<file path="config.mk">
export PLATFORM = sky130hd
export DESIGN_NAME = multi_display_scanner
export DESIGN_NICKNAME = d
export VERILOG_FILES = /design/src/rtl/multi_display_scanner.sv
export SDC_FILE = /design/constraint.sdc
export NUM_CORES = 1
export LEC_CHECK = 0
export BUFFER_PORTS_ARGS = -buffer_cell sky130_fd_sc_hd__buf_2
export CORE_MARGIN = 5
export CORE_UTILIZATION = 55
export CTS_CLUSTER_DIAMETER = 200
export DETAILED_ROUTE_END_ITERATION = 12
export MAX_ROUTING_LAYER = met4
export PLACE_DENSITY_LB_ADDON = 0.05
export SLEW_MARGIN = 20
export SYNTH_ARGS = -nofsm -noshare
export SYNTH_HDL_FRONTEND = slang
export SYNTH_SLANG_ARGS = --single-unit
</file>
<file path="constraint.sdc">
create_clock -name clk -period 2.4 [get_ports clk]
set_input_delay 0.12 -clock clk [delete_from_list [all_inputs] [get_ports clk]]
set_output_delay 0.12 -clock clk [all_outputs]
set_load 0.02 [all_outputs]
</file>
<file path="src/rtl/multi_display_scanner.sv">
// Time-multiplexed 7-segment scanner: buffered hex digits, leading-zero blanking, PWM dimming.
// seg/dp/enable are registered one clock after the index/buffer/PWM state they show.
module multi_display_scanner #(
  parameter int NUM_DIGITS = 4,
  parameter int SCAN_DIV   = 250_000,
  parameter int DIM_BITS   = 4
) (
  input  logic                    clk,
  input  logic                    reset,
  input  logic [5*NUM_DIGITS-1:0] digits,
  input  logic                    load,
  input  logic [NUM_DIGITS-1:0]   blank_mask,
  input  logic                    lzb_en,
  input  logic [DIM_BITS-1:0]     brightness,
  output logic [6:0]              seg,
  output logic                    dp,
  output logic [NUM_DIGITS-1:0]   enable,
  output logic                    frame_tick
);
  localparam int SW = $clog2(SCAN_DIV);
  localparam int IW = $clog2(NUM_DIGITS);
  localparam logic [SW-1:0] SLOT_LAST = SW'(SCAN_DIV - 1);
  localparam logic [IW-1:0] IDX_LAST  = IW'(NUM_DIGITS - 1);

  logic [NUM_DIGITS-1:0][4:0] buf_q;
  logic [SW-1:0]              slot_cnt;
  logic [IW-1:0]              idx;
  logic [DIM_BITS-1:0]        pwm_cnt;
  logic [4:0]                 cur;
  logic [NUM_DIGITS:0]        lz_chain;
  logic                       lit;
  logic [NUM_DIGITS-1:0]      en_nxt;

  function automatic logic [6:0] hex_to_seg(input logic [3:0] v);
    case (v)
      4'h0: hex_to_seg = 7'b1000000;
      4'h1: hex_to_seg = 7'b1111001;
      4'h2: hex_to_seg = 7'b0100100;
      4'h3: hex_to_seg = 7'b0110000;
      4'h4: hex_to_seg = 7'b0011001;
      4'h5: hex_to_seg = 7'b0010010;
      4'h6: hex_to_seg = 7'b0000010;
      4'h7: hex_to_seg = 7'b1111000;
      4'h8: hex_to_seg = 7'b0000000;
      4'h9: hex_to_seg = 7'b0010000;
      4'hA: hex_to_seg = 7'b0001000;
      4'hB: hex_to_seg = 7'b0000011;
      4'hC: hex_to_seg = 7'b1000110;
      4'hD: hex_to_seg = 7'b0100001;
      4'hE: hex_to_seg = 7'b0000110;
      default: hex_to_seg = 7'b0001110;
    endcase
  endfunction

  assign cur = buf_q[idx];

  // A digit is a leading zero only if it and every digit above it are 0 without DP.
  always_comb begin
    lz_chain = '0;
    lz_chain[NUM_DIGITS] = 1'b1;
    for (int i = NUM_DIGITS - 1; i > 0; i--) begin
      lz_chain[i] = (buf_q[i] == 5'd0) && lz_chain[i+1];
    end
  end

  assign lit = !blank_mask[idx] && !(lzb_en && lz_chain[idx]) && (pwm_cnt <= brightness);

  always_comb begin
    en_nxt = '1;
    for (int i = 0; i < NUM_DIGITS; i++) begin
      if (lit && (idx == IW'(i))) en_nxt[i] = 1'b0;
    end
  end

  always_ff @(posedge clk or negedge reset) begin
    if (!reset) begin
      buf_q      <= '0;
      slot_cnt   <= '0;
      idx        <= '0;
      pwm_cnt    <= '0;
      seg        <= 7'b1111111;
      dp         <= 1'b1;
      enable     <= '1;
      frame_tick <= 1'b0;
    end else begin
      if (load) buf_q <= digits;
      pwm_cnt <= pwm_cnt + 1'b1;
      if (slot_cnt == SLOT_LAST) begin
        slot_cnt <= '0;
        idx      <= (idx == IDX_LAST) ? '0 : idx + 1'b1;
      end else begin
        slot_cnt <= slot_cnt + 1'b1;
      end
      frame_tick <= (slot_cnt == SLOT_LAST) && (idx == IDX_LAST);
      seg        <= lit ? hex_to_seg(cur[3:0]) : 7'b1111111;
      dp         <= lit ? ~cur[4] : 1'b1;
      enable     <= en_nxt;
    end
  end
endmodule

</file>
### Yosys cells after proc, flatten, opt, wreduce, memory -nomap -nowiden

Memory sizes are Yosys's and may differ from the RTL's.
Cells that the tools add are included.

* memories kept: 1
* register bits after elaboration: 57
* logic and storage cells: 53
* ROM bits: 112
* input bits: 32
* output and inout bits: 13

Memories
* (name not given): words 16, bits a word 7, read ports 1, clocked after Yosys merged registers in 0, write ports 0, RTL line 35 `case (v)`

* bitwise operators: 1
* $lt $le $gt $ge: 3
* reductions and logical operators: 16
* equality and inequality tests: 4
* $add $sub $neg: 3
* muxes and demuxes: 14

Operators by type and width (number)
* $add A18 B1 Y18 const B: 1
* $eq A18 B18 Y1 const B: 1
* $mux W18: 1
* $logic_not A5 Y1: 3
* $bmux W5 S2: 1
* $logic_and A1 B1 Y1: 10
* $mux W1: 7
* $mux W7: 1
* $mux W5: 1
* $add A4 B1 Y4 const B: 1
* $bmux W1 S2: 2
* $eq A2 B2 Y1 const B: 2
* $le A4 B4 Y1: 1
* $lt A2 B4 Y1 const B: 1
* $lt A2 B3 Y1 const B: 1
* $add A2 B1 Y2 const B: 1
* $eq A2 B1 Y1 const B: 1
* $logic_not A1 Y1: 2
* $logic_not A2 Y1: 1
* $mux W2: 1
* $not A1 Y1: 1

### Logic depth before layout (Yosys ltp)

Gate-level depths: netlist of the first run.

* depth in word-level cells: 11
* gate-level depth with buffers: 8
* gate-level depth less buffers: 7

### Worst setup path before layout of the first run

Ideal clock, no wire load.

* path type: reg-to-reg
* start: register idx[1]
* end: register seg[0]
* clock period less this slack: 2.021 ns
* cell stages (with the launch flop): 8
* data arrival time: 1.935 ns
* setup time: 0.086 ns
* data required time: 2.314 ns
* path buffers: 0
* setup slack: 0.379 ns
* cells stage by stage: dfrtp_1 -> mux4_1 -> inv_1 -> ha_1 -> nor3_1 -> a21oi_1 -> mux2i_1 -> o31ai_2

* longest elaborated chain between the ends: 7
* elaborated cells on any way between the ends: 13
* classes of those cells: mux: 7; reduce/logical: 5; memory: 1

RTL lines
* start: declaration: RTL line 27 `logic [IW-1:0] idx;`
* start signal: assignment: RTL line 90 `idx <= (idx == IDX_LAST) ? '0 : idx + 1'b1;`
* parallel branches: the longest is 6 deep, another holds $mem_v2 Z16 W7
* $mux W7 (*): RTL line 95 `seg <= lit ? hex_to_seg(cur[3:0]) : 7'b1111111;`
* end signal: assignment: RTL line 95
* end: declaration: RTL line 15 `output logic [6:0] seg,`

Mark *: on every way between the ends. The select of a mux whose other input is x is not followed.
A chain may end at the register's enable or synchronous reset.

### Worst setup path in the final report of the first run

Ends and elaborated chain as after synthesis.

==> flow_summary.yaml, run 1 <==
status:
  outcome: "completed"
synth:
  synth_edf_count: 0
  synth_top_area_share_pct: 38.74
  syn_nets: 293
  synth_area_leaders: "dfrtp_1 (39%), dfstp_2 (11%), mux2_2 (7.4%)"
  synth-simple-area-share_pct: 13.99
  synth_top_area_cell: "dfrtp_1"
  synthAdderAreaFrac_pct: 6.888
  synth.distinct_cells: 42
  yosysSeqAreaShare_pct: 49.59
  synth-xor-area-share_pct: 5.123
  yosys-mux-area-fraction_pct: 13.52
  syn_inst: 245
  ys_async_sr_fraction_pct: 100.0
  avgSynthCellArea_um2: 11.86
  ys_seq_elements: 57
  ys.warnings.count: 0
  synth_compound_area_share_pct: 7.189
  synth_top_family_by_area: "simple AND/OR/NAND/NOR gates"
  synth-main-ff-cell: "dfrtp_1"
  syn_area_mm2: 0.002907
clock_network:
  cts_buffer_depth: 2
  ctsHoldBuffers: 2
  postCtsSetupBuffers: 0
  cts_resized: 0
  path_clk_slew_ns: 0.06
  clkLatencyLatePin_ns: 0.32
  cts_inserted_buffers: 9
  cts_tree: "yes"
  clock-root-buffer: "clkbuf_8"
  htreeDepth: 3
  cts.sinks: 57
worst_setup_path:
  crit_path_end_kind: "flip-flop"
  cp-start-kind: "flip-flop"
  crit_slowest_cell: "mux4_1"
  critical_path_class: "reg -> reg"
  cp_max_fo: 8
  critical-path-top-delay-family: "multiplexers"
  critPathRequiredTime_ns: 2.64
  slowest_delay_ns: 0.61
  rrSetupSlack_ns: 0.21
  critPathArrivalTime_ns: 2.42
  cp_cell_sequence: "mux4_1 > inv_1 > ha_1 > nor3_1 > a21oi_1 > mux2i_1 > o31ai_2"
  worst-path-buf-inv: 1
global_routing:
  antenna_found_initial: 0
  gr-total-overflow: 0
  grt_pass1_vias: 1935
  grt_util_met1_pct: 27.11
  groute.layer.met2.usage_pct: 25.64
  grt_usage_pct: 18.90
  busiest_layer: "met1"
  grt_pass1_wl_um: 9232
  grt_max_degree: 43
  globalRouteMet3Util_pct: 3.905
timing:
  slew_viol_final: 0
  skew_ns: 0.006166
  min_period_ns: 2.189
  hold_violations: 0
  setup_ws_ns: 0.2110
  timing.fmax_mhz: 456.8
  period_share_pct: 91.21
  relSlewSlack_pct: 31.86
  rsz0062_at_grt: "false"
  setup_viol: 0
  tns_ns: 0
  worstMarginPinSlew_ns: 0.9937
drt:
  wl_um: 5268
  ant_nets: 0
  viasPerCell: 5.146
  route.detailed.drc: 0
  dr_total_vias: 1935
  drtPass1Iterations: 4
  wl_per_cell_um: 14.01
  drtIter0Drc: 86
floorplan:
  core-area_mm2: 0.005107
  dieHeight_um: 82.70
  dieArea_mm2: 0.006838
  initial_core_util_pct: 56.91
  num_io_pins: 45
  rows: 26
  fp.dieW_um: 82.70
job:
  maxCapViolCount: 0
placement:
  gp_congestion: 0.8709
  place_area_mm2: 0.003204
  dp_hpwl_um: 3835
  numPortBuffers: 44
  place_ws_ns: 0.2672
final_layout:
  final_area_mm2: 0.003413
  diodes: 0
  drive_gt1_share_pct: 34.97
  nets: 349
  syn_to_final_growth_pct: 17.43
power_and_ir_drop:
  power_density_mw_per_mm2: 635.6
  irDropWorstVdd_v: 0.0004158
  p_leak_uw: 0.001569
hold_path:
  hold_path.class: "in -> reg"
power by group:
part           switching (µW)  total [µW]  internal [µW]
Sequential               33.7        1060           1020
Clock                     346         852            505
Combinational             138         261            123
cells by family after synthesis:
logic type | count (synthesis)
xor+xnor | 17
fa+ha+maj | 16
mux | 29
compound gates | 27
simple gates | 79
flops | 57
buf+inv | 20
worst register-to-register path, cell delays in order (launching register included):
cell     delay [ns]
dfrtp_1        0.50
mux4_1         0.61
inv_1          0.14
ha_1           0.33
nor3_1         0.10
a21oi_1        0.13
mux2i_1        0.10
o31ai_2        0.19
cells in the final DEF, fill, tap and decap left out, types with 3 or more instances in the layout:
cell      instances
dfrtp_1          45
buf_2            44
nand2_1          23
mux2_2           19
nor2_1           17
ha_1             16
inv_1            12
dfstp_2          12
xor2_1           11
clkbuf_8         10
nand3_1           9
o21ai_0           7
buf_4             7
xnor2_1           6
a21oi_1           5
nand4_1           5
mux2i_1           4
o211ai_2          4
mux4_1            3
and2_1            3
nor4_1            3
nor2b_1           3
clkbuf_1          3
path summary, 6_finish.rpt:
kind / from / end / cells after the start
max: idx[1] / seg[0] / 7
min: digits[9] / buf_q[9] / 3
max reg2reg: idx[1] / seg[0] / 7
min reg2reg: pwm_cnt[0] / pwm_cnt[0] / 1
max in group asynchronous: reset / slot_cnt[12] / 3
min in group asynchronous: reset / pwm_cnt[0] / 2
synth_stat cells (2+ instances only):
cell      count
nand3_1       9
mux2i_1       4
nor4_1        3
mux4_2        2
buf_1         2
o22a_1        2
o21a_1        2
nand2b_1      2
and2_1        3
buf_2         2
xor2_1       11
ha_1         16
mux4_1        3
mux2_2       19
nand3b_1      2
nor2b_1       3
nand4_1       5
nand2_1      23
buf_6         4
a21oi_1       5
nor2_1       17
xnor2_1       6
o21ai_0       7
nor4_2        2
dfstp_2      12
nor3_1        2
nor4b_1       2
o211ai_1      2
and3_1        2
dfrtp_1      45
o211ai_2      4
inv_1        12
per-layer routing:
layer / part of all wire (%) / routed length [µm]
met3: 4.6 / 244
met1: 52 / 2764
met2: 42 / 2197
met4: 1.2 / 61
met5: 0 / 0
state kept, by name, indices dropped and copies added (netlist names):
name	flops
buf_q	20
dp	1
enable	4
frame_tick	1
idx	2
pwm_cnt	4
seg	7
slot_cnt	18
through the flow:
stage	util, %	cells	hold WS (ns)	power, µW
6_report	66.83	376	0.02294	2169
4_1_cts	66.83	376	0.009905	2196
3_3_place_gp	62.74	358	0.2904	1330
5_1_grt	66.83	376	0.01470	2284
2_1_floorplan	-	245	-0.1756	1239
3_5_place_dp	62.74	358	0.2946	1332
area by class of cell:
type | instances | area (µm²)
inverters | 12 | 45.04
multi-input cells | 168 | 1358
flip-flops and latches | 57 | 1441
clock buffers | 13 | 148.9
repair buffers | 53 | 292.8
well taps | 70 | 87.58
clock inverters | 3 | 40.04
fillers | 411 | 1694
No activity file was read; power rests on OpenSTA's default activity.
==> run 2, diff against run 1 <==
--- a/config.mk
+++ b/config.mk
@@ -12,6 +12,7 @@
 export DETAILED_ROUTE_END_ITERATION = 12
 export MAX_ROUTING_LAYER = met4
 export PLACE_DENSITY_LB_ADDON = 0.05
+export REMOVE_ABC_BUFFERS = 1
 export SLEW_MARGIN = 20
 export SYNTH_ARGS = -nofsm -noshare
 export SYNTH_HDL_FRONTEND = slang
==> run 2 against run 1 <==
  * Clock-buffer cell count down 1
  * Die area stayed put
  * Register-to-register slack got worse by 0.07 ns
==> flow_summary.yaml, run 2 (synthesis results as in run 1) <==
power_and_ir_drop:
  irDropWorstVdd_v: 0.0004519
  total_power_uw: 2225
  power_density_mw_per_mm2: 642.5
  p_leak_uw: 0.001589
placement:
  dp_hpwl_um: 3927
  place_area_mm2: 0.003217
  dp.cells: 358
  numPortBuffers: 44
  gp_congestion: 0.8538
clock_network:
  path_clk_slew_ns: 0.07
  postCtsSetupBuffers: 0
  cts_buffer_depth: 2
  cts_inserted_buffers: 9
  clkLatencyLatePin_ns: 0.33
  cts.sinks: 57
  clock-root-buffer: "clkbuf_8"
  cts_tree: "yes"
  htreeDepth: 3
timing:
  rsz0062_at_grt: "false"
  min_period_ns: 2.259
  tns_ns: 0
  setup_viol: 0
  worstMarginPinSlew_ns: 0.9712
  skew_ns: 0.007473
  relSlewSlack_pct: 33.40
  timing.fmax_mhz: 442.6
  slew_viol_final: 0
  period_share_pct: 94.13
  hold_violations: 0
worst_setup_path:
  critPathArrivalTime_ns: 2.51
  cp_max_fo: 8
  r2r-end: "seg[0]"
  critPathLaunch: "idx[1]"
  critical_path_class: "reg -> reg"
  reg2reg_from: "idx[1]"
  cp-start-kind: "flip-flop"
  crit_path_end: "seg[0]"
  reg2reg_depth: 7
  critPathRequiredTime_ns: 2.65
  rrSetupSlack_ns: 0.14
  crit_path_end_kind: "flip-flop"
final_layout:
  final_cell_count_no_fill: 378
  syn_to_final_growth_pct: 19.16
  largest_reg_flops: 20
  mostFrequentLayoutCell: "dfrtp_1"
  top_regs: "buf_q x20, slot_cnt x18, seg x7"
  final_area_mm2: 0.003463
  nets: 351
  largest-register: "buf_q"
  drive_gt1_share_pct: 35.39
  final_util_pct: 67.81
  final_cell_mix: "dfrtp_1 (45), buf_2 (44), nand2_1 (23), mux2_2 (19), nor2_1 (17)"
  diodes: 0
status:
  outcome: "completed"
floorplan:
  core-area_mm2: 0.005107
  dieHeight_um: 82.70
  rows: 26
  fp.dieW_um: 82.70
  initial_core_util_pct: 56.91
  num_io_pins: 45
  dieArea_mm2: 0.006838
global_routing:
  grt_pass1_vias: 1981
  antenna_found_initial: 0
  gr-total-overflow: 0
  grt_max_degree: 34
  grt_pass1_wl_um: 9246
  grt_usage_pct: 18.83
drt:
  ant_nets: 0
  wl_um: 5326
  viasPerCell: 5.217
  dr_total_vias: 1972
  wl_per_cell_um: 14.09
  drtIter0Drc: 64
  route.detailed.drc: 0
  drtPass1Iterations: 4
job:
  maxCapViolCount: 0
hold_path:
  hold_path.class: "in -> reg"
run 2: cell count changes in the layout (fill, tap and decap cells not counted), sizes merged:
cell and delta:
dlygate4sd3 +2, clkinvlp +1, clkbuf -1
run 2: layout make-up:
class	count	area, µm²
flip-flops and latches	57	1441
inverters	12	45.04
clock buffers	12	155.1
multi-input cells	168	1358
well taps	70	87.58
repair buffers	55	325.3
fillers	411	1644
clock inverters	4	51.30
run 2: metal layers:
layer | wire length [µm] | GRT usage (%)
met2 | 2291 | 25.96
met5 | 0 | -
met1 | 2625 | 26.23
met3 | 315 | 3.796
met4 | 94 | 9.804
run 2: stage by stage:
step / hold WS [ns] / worst slack, ns
floorplan: -0.1756 / 0.1820
global placement: 0.1500 / 0.2715
detailed placement: 0.1559 / 0.1528
CTS: 0.0005747 / 0.1337
global route: 0.002445 / 0.003979
finish: 0.01117 / 0.1408
run 2: report_power, final:
group	switching (µW)	total, µW	internal, µW
Sequential	32.5	1060	1020
Combinational	138	262	124
Clock	372	908	536
run 2: worst min path at each step:
stage | depth (start not counted) | slack [ns] | endpoint | from
6_report | 2 | 0.01 | buf_q[2] | digits[2]
5_1_grt | 2 | 0.002 | buf_q[10] | digits[10]
4_1_cts | 2 | 0.0006 | buf_q[10] | digits[10]
3_5_place_dp | 1 | 0.16 | buf_q[2] | reset
3_3_place_gp | 1 | 0.15 | buf_q[2] | reset
2_1_floorplan | 0 | -0.18 | buf_q[0] | reset
run 2: worst max-delay path: stages (launching register included):
cell and delay [ns]:
dfrtp_1 0.49, mux4_1 0.69, inv_1 0.16, ha_1 0.33
nor3_1 0.09, a21oi_1 0.14, mux2i_1 0.09, o31ai_2 0.18
run 2: timing repair:
action / in CTS / in global routing
gates resized for setup: 0 / 0
endpoints found under the hold margin: 24 / 0
hold buffers: 4 / 0
